===== config.mk =====
export PLATFORM = sky130hd
export DESIGN_NAME = fifo_read_ctrl
export DESIGN_NICKNAME = d
export VERILOG_FILES = /design/src/rtl/fifo_read_ctrl.sv
export SDC_FILE = /design/constraint.sdc
export NUM_CORES = 1
export LEC_CHECK = 0
export ABC_AREA = 1
export CAP_MARGIN = 0
export CORE_AREA = 5 5 60 62
export CTS_CLUSTER_DIAMETER = 200
export CTS_CLUSTER_SIZE = 10
export DETAILED_ROUTE_END_ITERATION = 6
export DIE_AREA = 0 0 65 67
export GPL_ROUTABILITY_DRIVEN = 1
export PLACE_DENSITY = 0.64
export SKIP_CTS_REPAIR_TIMING = 1
export SLEW_MARGIN = 0
export SYNTH_ARGS = -nofsm -noshare
export SYNTH_HDL_FRONTEND = slang
export SYNTH_SLANG_ARGS = --single-unit

===== constraint.sdc =====
create_clock -name rclk -period 2.03 [get_ports rclk]
set_clock_uncertainty 0.2 [all_clocks]
set_input_delay 0.406 -clock rclk [delete_from_list [all_inputs] [get_ports rclk]]
set_output_delay 0.406 -clock rclk [all_outputs]
set_load 0.005 [all_outputs]

===== src/rtl/fifo_read_ctrl.sv =====
// Read-side controller of an async FIFO: pointer, empty flag, output register.
// Optional occupancy outputs rlevel/raempty are built when FIFO_RD_LEVEL_EN is defined.
module fifo_read_ctrl #(
    parameter int DATASIZE     = 8,
    parameter int ADDRSIZE     = 4,
    parameter int AEMPTY_LEVEL = 2
) (
    input  logic                rclk,
    input  logic                rrst,
    input  logic [ADDRSIZE:0]   rq2_wptr,
    input  logic [DATASIZE-1:0] rdata,
    output logic [ADDRSIZE-1:0] raddr,
    output logic [ADDRSIZE:0]   rptr,
    output logic                rempty,
    output logic [DATASIZE-1:0] dout,
    output logic                dout_valid,
    input  logic                dout_ready
`ifdef FIFO_RD_LEVEL_EN
    ,
    output logic [ADDRSIZE:0]   rlevel,
    output logic                raempty
`endif
);

    typedef enum logic {
        IDLE = 1'b0,
        HOLD = 1'b1
    } state_t;

    localparam logic [ADDRSIZE:0] AE_LVL = AEMPTY_LEVEL[ADDRSIZE:0];

    // A threshold beyond the pointer range could never be compared correctly.
    if (AEMPTY_LEVEL < 0 || AEMPTY_LEVEL > (1 << ADDRSIZE)) begin : g_bad_level
        $error("AEMPTY_LEVEL out of range");
    end

    state_t              state_q;
    state_t              state_d;
    logic [ADDRSIZE:0]   rbin;
    logic [ADDRSIZE:0]   rbin_next;
    logic [ADDRSIZE:0]   rgray_next;
    logic                rinc;

    function automatic logic [ADDRSIZE:0] bin2gray(input logic [ADDRSIZE:0] b);
        return (b >> 1) ^ b;
    endfunction

    assign raddr      = rbin[ADDRSIZE-1:0];
    assign dout_valid = (state_q == HOLD);

    // Fetch when memory has a word and the output register is free or being drained.
    always_comb begin
        rinc       = !rempty && ((state_q == IDLE) || dout_ready);
        rbin_next  = rbin + {{ADDRSIZE{1'b0}}, rinc};
        rgray_next = bin2gray(rbin_next);
    end

    // Output-stage next state: a consume without a refill empties the register.
    always_comb begin
        state_d = state_q;
        unique case (state_q)
            IDLE: if (rinc) state_d = HOLD;
            HOLD: if (dout_ready && !rinc) state_d = IDLE;
            default: state_d = IDLE;
        endcase
    end

    // Output-stage state register.
    always_ff @(posedge rclk) begin
        if (rrst) state_q <= IDLE;
        else      state_q <= state_d;
    end

    // Pointer, empty flag and output data; empty compares the full Gray word
    // so the wrap bit distinguishes full-lap from empty.
    always_ff @(posedge rclk) begin
        if (rrst) begin
            rbin   <= '0;
            rptr   <= '0;
            rempty <= 1'b1;
            dout   <= '0;
        end else begin
            rbin   <= rbin_next;
            rptr   <= rgray_next;
            rempty <= (rgray_next == rq2_wptr);
            if (rinc) dout <= rdata;
        end
    end

`ifdef FIFO_RD_LEVEL_EN
    logic [ADDRSIZE:0] rlevel_next;

    function automatic logic [ADDRSIZE:0] gray2bin(input logic [ADDRSIZE:0] g);
        logic [ADDRSIZE:0] b;
        b[ADDRSIZE] = g[ADDRSIZE];
        for (int i = ADDRSIZE - 1; i >= 0; i--) b[i] = b[i+1] ^ g[i];
        return b;
    endfunction

    // Words still in memory after this edge's fetch; the held dout word is excluded.
    always_comb begin
        rlevel_next = gray2bin(rq2_wptr) - rbin_next;
    end

    // Registered occupancy and almost-empty flag.
    always_ff @(posedge rclk) begin
        if (rrst) begin
            rlevel  <= '0;
            raempty <= 1'b1;
        end else begin
            rlevel  <= rlevel_next;
            raempty <= (rlevel_next <= AE_LVL);
        end
    end
`endif

endmodule


Word-level counts from Yosys, hierarchy flattened:

Cells that the tools add are included.

* flip-flop bits (word level): 20
* input bits: 16

* reduce and logical (&&, ||, !) cells: 5
* bitwise logic cells: 2
* equal/unequal tests: 1
* muxes and demuxes: 3
* add/subtract/negate cells: 1

Operators with widths (number)
* $add A5 B1 Y5: 1
* $eq A5 B5 Y1: 1
* $xor A4 B5 Y5: 1
* $logic_and A1 B1 Y1: 2
* $logic_not A1 Y1: 2
* $mux W1: 2
* $pmux W1 S2: 1
* $logic_or A1 B1 Y1: 1
* $not A1 Y1: 1

Depth between registers and ports, before layout:

* depth after elaboration: 7
* depth in mapped cells: 14

Worst setup path before layout:

No wires, ideal clock.

* path type: input to register
* start point: input port dout_ready
* end point: register rempty
* setup time: 117 ps
* slack: -35 ps
* arrival time: 1748 ps
* stages on the path: 13
* cells stage by stage: inv_1 -> a21oi_2 -> ha_1 -> ha_1 -> nand2_1 -> nand2_2 -> nand2_2 -> nand2_2 -> nand2_1 -> nand2_1 -> nor2_1 -> nand3_1 -> nand2_1

* word-level cells in the longest chain between the ends: 5

RTL lines
* start, declared: line 17 `input logic dout_ready`
* $logic_or A1 B1 Y1: line 53 `rinc = !rempty && ((state_q == IDLE) || dout_ready);`
* $logic_and A1 B1 Y1: line 53
* via rinc: line 42 `logic rinc;`
* $add A5 B1 Y5: line 54 `rbin_next = rbin + {{ADDRSIZE{1'b0}}, rinc};`
* $xor A4 B5 Y5: line 45 `return (b >> 1) ^ b;`
* $eq A5 B5 Y1: line 85 `rempty <= (rgray_next == rq2_wptr);`
* end signal, assigned: line 85
* end, declared: line 14 `output logic rempty,`

The timed path passes the listed nets, and every way through them passes these cells.
A chain may end at the register's enable or synchronous reset.

Final worst setup path:

* start point: register rbin[3]
* end point: output port raddr[3]

RTL lines
* start, declared: line 39 `logic [ADDRSIZE:0] rbin;`
* start signal, assigned: line 83 `rbin <= rbin_next;`
* end, declared: line 12 `output logic [ADDRSIZE-1:0] raddr,`

No word-level cell between the ends.

==> out/results.ini <==
[worst_setup_path]
critPathLaunch = rbin[3]
crit_type = flop to output port
worst-endpoint-arrival_ns = 1.33
critPathCaptureType = output port
rr_endpoint = rempty
regToRegSetupSlack_ns = 0.25
cp-endpoint = raddr[3]
cp_top_family = buffers and inverters
cp_num_cells = 1
crit_path_max_incr_delay_ns = 0.56
r2r_cells = 13
path_buf_inv = 1
r2r_start = dout_valid
cp_max_fo = 7
crit_slowest_cell = clkdlybuf4s50_1
path_cells = clkdlybuf4s50_1
worst-endpoint-required_ns = 1.42
cp-start-kind = flop

[power_and_ir_drop]
p_leak_nw = 0.6516
power.density_nw_per_um2 = 583.9
finalPower_mw = 0.8445
ir_drop_uv = 238.5

[synth]
synth.distinct_cells = 15
ys_seq_elements = 19
synth_nets = 144
syn_inst = 126
ys_seq_area_share_pct = 43.55
synth.avg_cell_area_um2 = 6.931
yosys_warnings = 0
syn-cell-area_um2 = 873.3

[finish]
area_growth_syn_to_layout_pct = 65.62
drive_gt1_share_pct = 22.03
num_antenna_cells = 0
nets = 196
fin_area_um2 = 1446

[drt]
drt-vias-per-instance = 4.714
antenna_left = 0
drc = 0
drt-pass1-iter-count = 4
num_vias = 990
post_drt_wl_per_cell_um = 11.89
finalWirelength_um = 2496
drt_iter0_drc = 17

[clock_network]
cts_buffer_depth = 2
h-tree-depth = 1
cts_tree = built
clock_latency_ns = 0.30
clockRootBuffer = clkbuf_4
cts_buffers = 3
path_clk_slew_ns = 0.11
clock_sinks = 19

[floorplan]
core_area_um2 = 2978
row_count = 20
ioPinCount = 35
fp.dieW_um = 65
die_area_um2 = 4355
initial_utilization_pct = 29.33
die_h_um = 67

[place]
place.gp.congestion = 0.9213
hpwlAfterDp_um = 1978
numPortBuffers = 34
dp_slack_ns = -0.5021
place_area_um2 = 1353

[timing]
fin_ws_ns = 0.09113
rsz0062_at_grt = false
period_needed_ns = 1.939
timing.hold.ws_ns = 0.1853
finalHoldViolCount = 0
maxSlewViolCount = 0
relSlewSlack_pct = 83.60
maxClockFrequency_mhz = 515.8
final.period_utilization_pct = 95.51
setup_viol = 0
worstMarginPinSlew_ns = 0.2456

[global_routing]
grt-ovfl-total = 0
grt_util_all_layers_pct = 11.72
antenna_found_initial = 0
grt_pass1_wl_um = 3870
grt_pass1_vias = 903
grt_max_degree = 12

[outcome]
outcome = finished clean

[flow_run]
cap_viol_max_count = 0

[min_path]
min_path_type = input pin to flop

[through the flow]
stage          util (%)  TNS [ns]  cells
2_1_floorplan         -         0    126
3_3_place_gp      45.42    -2.023    205
3_5_place_dp      45.42    -2.540    205
4_1_cts           46.34   -0.4401    209
5_1_grt           48.57         0    210
6_report          48.57         0    210
[final cells by class]
cell class              instances  area, um2
flip-flops and latches         19      381.6
fillers                       286       1531
multi-input cells              90      481.7
well taps                      33      41.29
clock inverters                 1      5.005
clock buffers                   3      22.52
inverters                      15      58.81
repair buffers                 49      455.4
[cell families (layout without fill, tap and decap cells)]
family	Yosys count	after routing	share of synthesized area (%)
simple gates	76	76	38.11
flops	19	19	43.55
buf+inv	17	68	8.166
compound gates	12	12	7.306
fa+ha+maj	2	2	2.865
[metal layers]
layer / GRT usage, % / vias up / share of wire [%]
met1: 12.44 / 451 / 41
met4: 10.55 / 0 / 4.7
met3: 2.192 / 11 / 3.4
met2: 19.67 / 25 / 51
met5: 0 / - / 0
li1: - / 503 / -
[worst register-to-register path, stage by stage (launching register included)]
cell     delay [ns]
dfxtp_1        0.36
a21oi_4        0.17
ha_4           0.17
ha_4           0.17
inv_2          0.06
nand2_4        0.07
nand2_4        0.07
nand2_2        0.09
nand2_2        0.06
nand2_1        0.05
nand2_1        0.05
nor2_1         0.08
nand3_1        0.08
nand2_1        0.05
[Yosys cell counts]
library cell | count | area [um2]
a21oi_1 | 3 | 15.01
o21ai_0 | 8 | 40.04
nor2_1 | 24 | 90.09
nand2_2 | 6 | 37.54
buf_6 | 1 | 11.26
ha_1 | 2 | 25.02
inv_1 | 13 | 48.80
nand4_1 | 4 | 25.02
nand2_1 | 28 | 105.1
a21oi_2 | 1 | 8.760
inv_2 | 2 | 7.510
clkbuf_1 | 1 | 3.750
nand3_2 | 1 | 10.01
dfxtp_1 | 19 | 380.4
nand3_1 | 13 | 65.06
[flip-flops by register name, indices dropped and copies added (netlist names)]
signal      cells
rbin            4
rempty          1
dout_valid      1
rptr            5
dout            8
[where the power goes]
part           internal [mW]  total, mW  switching (mW)
combinational          0.134      0.228          0.0946
clock                 0.0736      0.195           0.122
sequential             0.401      0.421          0.0196
total                  0.608      0.844           0.236
[how the worst min path moves through the flow]
stage / endpoint / depth (start not counted) / start / slack, ns
after global routing: dout_valid / 4 / dout_ready / 0.21
after global placement: dout_valid / 2 / dout_valid / 0.30
final: dout_valid / 4 / dout_ready / 0.19
after floorplan: dout_valid / 1 / rempty / 0.30
after detailed placement: dout[0] / 2 / dout[0] / 0.30
after CTS: dout_valid / 2 / dout_valid / 0.32
[cells in the final DEF, fill, tap and decap left out, drive strengths merged]
| cell type | n |
|---|---|
| clkinv | 1 |
| o21ai | 8 |
| nand4 | 4 |
| buf | 15 |
| ha | 2 |
| dfxtp | 19 |
| nand2 | 34 |
| inv | 15 |
| nand3 | 14 |
| nor2 | 24 |
| a21oi | 4 |
| clkdlybuf4s50 | 33 |
| clkbuf | 3 |
| dlymetal6s2s | 1 |
Note: power is estimated with default switching activity, not from simulation.
